[src/rtl/otter_rf_pkg.sv]
// Shared widths and writeback-source encoding for the OTTER register-file
// writeback controller and its arbiter.
package otter_rf_pkg;

  localparam int XLEN       = 32;
  localparam int REG_ADDR_W = 5;
  localparam int NUM_REGS   = 32;

  typedef enum logic {
    WB_ALU = 1'b0,
    WB_MEM = 1'b1
  } wb_src_e;

endpackage

[src/rtl/otter_rr_arb2.sv]
// Two-way round-robin arbiter: req/gnt bit 0 is the ALU, bit 1 is MEM.
// The pointer names the requester favoured on the next contention.
module otter_rr_arb2
  import otter_rf_pkg::*;
#(
  parameter int FIRST_PRIO = 0
) (
  input  logic       clock,
  input  logic       reset_n,
  input  logic [1:0] req,
  output logic [1:0] gnt
);

  wb_src_e prio_reg, prio_next;

  always_ff @(posedge clock or negedge reset_n) begin
    if (!reset_n) begin
      prio_reg <= (FIRST_PRIO != 0) ? WB_MEM : WB_ALU;
    end else begin
      prio_reg <= prio_next;
    end
  end

  always_comb begin
    gnt       = 2'b00;
    prio_next = prio_reg;
    case (req)
      2'b01: gnt = 2'b01;
      2'b10: gnt = 2'b10;
      2'b11: begin
        // Contention: grant the favoured side, then favour the loser.
        if (prio_reg == WB_ALU) begin
          gnt       = 2'b01;
          prio_next = WB_MEM;
        end else begin
          gnt       = 2'b10;
          prio_next = WB_ALU;
        end
      end
      default: ;
    endcase
    if (!reset_n) begin
      gnt = 2'b00;
    end
  end

endmodule

[src/rtl/otter_rf_wb_ctrl.sv]
// Register-file writeback controller: arbitrates ALU/MEM writebacks, registers
// the RF write port and keeps the issue scoreboard. Optional OTTER_RF_WB_FWD_EN.
module otter_rf_wb_ctrl
  import otter_rf_pkg::*;
#(
  parameter int FIRST_PRIO = 0
) (
  input  logic                  clock,
  input  logic                  reset_n,
  input  logic                  issue_valid,
  input  logic [REG_ADDR_W-1:0] issue_rd,
  input  logic [REG_ADDR_W-1:0] issue_rs1,
  input  logic [REG_ADDR_W-1:0] issue_rs2,
  output logic                  hazard,
  input  logic                  alu_valid,
  input  logic [REG_ADDR_W-1:0] alu_rd,
  input  logic [XLEN-1:0]       alu_data,
  output logic                  alu_ready,
  input  logic                  mem_valid,
  input  logic [REG_ADDR_W-1:0] mem_rd,
  input  logic [XLEN-1:0]       mem_data,
  output logic                  mem_ready,
  output logic                  rf_we,
  output logic [REG_ADDR_W-1:0] rf_wa,
  output logic [XLEN-1:0]       rf_wd,
  output logic [NUM_REGS-1:0]   busy,
`ifdef OTTER_RF_WB_FWD_EN
  output logic                  fwd_rs1,
  output logic                  fwd_rs2,
`endif
  output logic                  wb_err
);

  logic [1:0]            req, gnt;
  wb_src_e               wb_sel;
  logic [REG_ADDR_W-1:0] xfer_rd;
  logic [XLEN-1:0]       xfer_data;

  logic                  rf_we_reg;
  logic [REG_ADDR_W-1:0] rf_wa_reg;
  logic [XLEN-1:0]       rf_wd_reg;
  logic [NUM_REGS-1:0]   busy_reg, busy_next, busy_eff;
  logic                  wb_err_reg;
  logic                  issue_accept;

  assign req = {mem_valid, alu_valid};

  otter_rr_arb2 #(
    .FIRST_PRIO(FIRST_PRIO)
  ) u_arb (
    .clock  (clock),
    .reset_n(reset_n),
    .req    (req),
    .gnt    (gnt)
  );

  assign alu_ready = gnt[0];
  assign mem_ready = gnt[1];

  always_comb begin
    wb_sel    = gnt[1] ? WB_MEM : WB_ALU;
    xfer_rd   = alu_rd;
    xfer_data = alu_data;
    if (wb_sel == WB_MEM) begin
      xfer_rd   = mem_rd;
      xfer_data = mem_data;
    end
  end

  // Writes to x0 are consumed here and never reach the register file.
  always_ff @(posedge clock or negedge reset_n) begin
    if (!reset_n) begin
      rf_we_reg <= 1'b0;
      rf_wa_reg <= '0;
      rf_wd_reg <= '0;
    end else begin
      rf_we_reg <= (|gnt) && (xfer_rd != '0);
      if (|gnt) begin
        rf_wa_reg <= xfer_rd;
        rf_wd_reg <= xfer_data;
      end
    end
  end

`ifdef OTTER_RF_WB_FWD_EN
  // The register being written this cycle is readable through rf_wd.
  assign busy_eff = rf_we_reg ? (busy_reg & ~({{(NUM_REGS-1){1'b0}}, 1'b1} << rf_wa_reg))
                              : busy_reg;
  assign fwd_rs1  = rf_we_reg && (rf_wa_reg != '0) && (issue_rs1 == rf_wa_reg);
  assign fwd_rs2  = rf_we_reg && (rf_wa_reg != '0) && (issue_rs2 == rf_wa_reg);
`else
  assign busy_eff = busy_reg;
`endif

  assign hazard       = reset_n && issue_valid &&
                        (busy_eff[issue_rs1] || busy_eff[issue_rs2] || busy_eff[issue_rd]);
  assign issue_accept = issue_valid && !hazard && (issue_rd != '0);

  genvar gi;
  generate
    for (gi = 0; gi < NUM_REGS; gi++) begin : g_busy
      if (gi == 0) begin : g_zero
        assign busy_next[gi] = 1'b0;
      end else begin : g_reg
        logic set_bit, clr_bit;
        assign set_bit = issue_accept && (issue_rd == REG_ADDR_W'(gi));
        assign clr_bit = rf_we_reg && (rf_wa_reg == REG_ADDR_W'(gi));
        // A new issue to the register retiring this edge keeps it pending.
        assign busy_next[gi] = set_bit | (busy_reg[gi] & ~clr_bit);
      end
    end
  endgenerate

  always_ff @(posedge clock or negedge reset_n) begin
    if (!reset_n) begin
      busy_reg   <= '0;
      wb_err_reg <= 1'b0;
    end else begin
      busy_reg <= busy_next;
      if (rf_we_reg && (rf_wa_reg != '0) && !busy_reg[rf_wa_reg]) begin
        wb_err_reg <= 1'b1;
      end
    end
  end

  assign rf_we  = rf_we_reg;
  assign rf_wa  = rf_wa_reg;
  assign rf_wd  = rf_wd_reg;
  assign busy   = busy_reg;
  assign wb_err = wb_err_reg;

endmodule

[config.mk]
export PLATFORM = sky130hd
export DESIGN_NAME = otter_rf_wb_ctrl
export DESIGN_NICKNAME = d
export VERILOG_FILES = /design/src/rtl/otter_rf_pkg.sv /design/src/rtl/otter_rr_arb2.sv /design/src/rtl/otter_rf_wb_ctrl.sv
export SDC_FILE = /design/constraint.sdc
export NUM_CORES = 1
export LEC_CHECK = 0
export ABC_AREA = 1
export CAP_MARGIN = 25
export CORE_UTILIZATION = 49
export CTS_CLUSTER_DIAMETER = 30
export CTS_CLUSTER_SIZE = 8
export DETAILED_ROUTE_END_ITERATION = 16
export PLACE_DENSITY = 0.87
export SETUP_SLACK_MARGIN = 0.05
export SYNTH_ARGS = -nofsm -noshare
export SYNTH_HDL_FRONTEND = slang
export SYNTH_SLANG_ARGS = --single-unit
[constraint.sdc]
create_clock -name clock -period 4.5 [get_ports clock]
set_clock_uncertainty 0.1 [all_clocks]
set_input_delay 1.125 -clock clock [delete_from_list [all_inputs] [get_ports clock]]
set_output_delay 1.125 -clock clock [all_outputs]
set_load 0.02 [all_outputs]
==> impl_metrics.csv <==
group,metric,value,unit
synth,syn_avg_cell_area,6.30,um2
grt,globalRouteOverflowTotal,0,
min_path,min_path_cells,2,
cts,clock_sinks,71,
timing,fin_tns_setup,0,ps
grt,grtUsageTotal,0.386,
routing,drtIter0Drc,615,
cts,clock_path_buffers,2,
timing,fmaxAchievable,233,MHz
finish,stdcell_count,1023,
worst_setup_path,path_delay_family,"buffers and inverters",
finish,fill_cells,698,
synth,yosysWarnings,0,
synth,syn_inst,734,
synth,synth_top_area_share,0.384,
finish,regArea,0.00178,mm2
routing,drc,0,
timing,slew_headroom,0.347,
timing,rsz0062_at_grt,"no",
place,hpwl,14300,um
worst_setup_path,cp_common_cell,"nand2_1",
die,core_area,0.00920,mm2
pwr,peakVddDrop,0.000430,V
cts,clockRootBuffer,"clkbuf_8",
finish,final_area,0.00670,mm2
flow_run,drv_cap,0,
pwr,powerDensity,502,mW/mm2
finish,drive_above_1_share,0.0581,
grt,grt_max_degree,51,
routing,final_antenna_net_count,0,
worst_setup_path,rr_worst_depth,8,
routing,detailroute.via_count,5821,
place,post-place-ws,-105,ps
worst_setup_path,end_kind,"output pin",
synth,synth_cell_types,26,
worst_setup_path,start_kind,"input port",
grt,antenna_found_initial,0,
timing,final_max_slew_viol_count,0,
finish,antenna_cells,0,
synth,synthArstFlopShare,1.00,
timing,finalHoldViolCount,0,
synth,synth_largest_area_cell,"dfrtp_1",
synth,yosysSeqAreaShare,0.384,
routing,wirelength,18600,um
finish,final_nets,1002,
routing,first_pass_iters,7,
synth,ys_seq_elements,71,
timing,fin_crit_sh,0.953,
timing,period_minus_slack,4290,ps
min_path,min_path_type,"flip-flop to flip-flop",
synth,syn_nets,828,
place,place_congestion,0.998,
cts,clk_pin_slew,80,ps
synth,synth_area,0.00463,mm2
worst_setup_path,required,3270,ps
worst_setup_path,cp-startpoint,"issue_rs1[0]",
worst_setup_path,r2r-start,"u_arb.prio_reg$_DFFE_PN0N_",
worst_setup_path,slowest_delay,480,ps
synth,yosys-top-cells-area,"dfrtp_1 38%, nand2_1 24%, nand3_1 11%",
place,numPlacedInstances,1008,
timing,fin_hold_ws,383,ps
worst_setup_path,reg2reg_to,"rf_wa[2]$_DFFE_PN0P_",
die,dieArea,0.00983,mm2
die,die_w,99.2,um
worst_setup_path,path_class,"input port to output pin",
cts,cts_buffers,9,
die,rows,35,
finish,multi_input_area,0.00244,mm2
die,die_h,99.2,um
die,io_pins,168,
synth,synthTopCellsByCount,"295 x nand2_1, 102 x nand3_1, 71 x dfrtp_1",
cts,tritoncts,"yes",
synth,synth_edf_count,0,
finish,synthToLayoutAreaGrowth,44.9,%
synth,synth.most_common_cell,"nand2_1",
pwr,p_leak,3.23,nW
place,io_buffers,166,
worst_setup_path,worstPathCellList,"clkdlybuf4s50_1 -> inv_2 -> nand2_1 -> nand3_1 -> nand2_1 -> nand2_1 -> nand3_1 -> nand3_1 -> nand2_1 -> nor2_1 -> nand2_1 -> nand2_2 -> inv_1 -> dlygate4sd2_1",
die,initial_utilization,0.503,
run_status,status,"finished, final reports clean",
finish,largest_reg_flops,32,
worst_setup_path,r2r_setup_slack,2160,ps
grt,grt_pass1_wl,28900,um
worst_setup_path,cp.depth,14,
cts,clock_latency,340,ps
cts,htreeDepth,3,
worst_setup_path,critPathArrivalTime,3060,ps
routing,via_per_inst,5.69,
timing,worst_pin_slew,979,ps
routing,routedWlPerCell,18.2,um
worst_setup_path,endpoint,"hazard",
cts,cts_setup_buffers,0,
timing,setup_viol,0,
worst_setup_path,crit_slowest_cell,"clkdlybuf4s50_1",
grt,grt_pass1_vias,5644,
timing,finalWorstSetupSlack,211,ps
worst_setup_path,critPathBufInv,4,
worst_setup_path,crit_fanout,15,
place,postPlaceCellArea,0.00650,mm2
synth,ys.flop_type,"dfrtp_1",
==> worst min-delay path: stages (launching register included) <==
cell,delay (ps)
dfrtp_1,350
nand2_1,50
nand3_1,50
==> power breakdown <==
group | leakage (nW) | switching [W] | internal, W
Combinational | 2.33 | 0.00104 | 0.000693
Clock | 0.0944 | 0.000249 | 0.000268
Sequential | 0.809 | 0.000260 | 0.000848
==> metrics by stage <==
stage / util / power (W)
finish: 0.729 / 0.00336
global route: 0.729 / 0.00353
CTS: 0.729 / 0.00333
detailed placement: 0.707 / 0.00280
global placement: 0.707 / 0.00277
floorplan: - / 0.00190
==> area by class of cell <==
| type | count | share of cell area |
|---|---|---|
| Sequential cell | 71 | 0.265 |
| Clock inverter | 5 | 0.00877 |
| Inverter | 69 | 0.0386 |
| Tap cell | 111 | 0.0207 |
| Timing Repair Buffer | 196 | 0.283 |
| Clock buffer | 10 | 0.0205 |
| Multi-Input combinational cell | 561 | 0.363 |
==> what timing repair did <==
item | CTS | global route
gates resized for setup | 2 | 1
endpoints found under the setup margin | 1 | 1
pin swaps | 0 | 0
hold buffers | 0 | 0
==> per-layer routing <==
metal / wire length (um) / vias to the layer above / track usage
met1: 7110 / 2656 / 0.494
met2: 8700 / 405 / 0.624
met3: 1890 / 77 / 0.0949
met5: 0 / - / 0
met4: 901 / 0 / 0.173
li1: - / 2683 / -
==> cell families (layout without fill, tap and decap cells) <==
| kind of cell | count (synthesis) | in the layout | share of synthesized area |
|---|---|---|---|
| AND/OR/NAND/NOR | 473 | 473 | 0.417 |
| buffers and inverters | 102 | 280 | 0.0903 |
| AO/OA/AOI/OAI | 81 | 81 | 0.0952 |
| flip-flops | 71 | 71 | 0.384 |
| multiplexers | 5 | 5 | 0.0108 |
| other | 1 | 1 | 0.000811 |
| XOR/XNOR | 1 | 1 | 0.00189 |
==> cells in the final DEF (no fill, tap or decap), drive strengths merged, types with 4 or more instances in the layout <==
cell type / instances
o211ai: 4
o22ai: 13
nand3: 102
clkdlybuf4s50: 163
nor3: 12
a21oi: 7
clkbuf: 10
dfrtp: 71
nand2: 297
o21ai: 53
clkinv: 5
buf: 31
inv: 66
nor2: 60
mux2i: 5
==> worst min-delay path by stage <==
stage                                          start                    endpoint  slack [ps]
after global placement         rf_wd[21]$_DFFE_PN0P_       rf_wd[21]$_DFFE_PN0P_         360
after floorplan           u_arb.prio_reg$_DFFE_PN0N_  u_arb.prio_reg$_DFFE_PN0N_         430
after global routing           rf_wd[26]$_DFFE_PN0P_       rf_wd[26]$_DFFE_PN0P_         410
after CTS                      rf_wd[27]$_DFFE_PN0P_       rf_wd[27]$_DFFE_PN0P_         390
after detailed placement       rf_wd[27]$_DFFE_PN0P_       rf_wd[27]$_DFFE_PN0P_         370
final                           rf_wd[0]$_DFFE_PN0P_        rf_wd[0]$_DFFE_PN0P_         380
No activity file was read; power rests on OpenSTA's default activity.
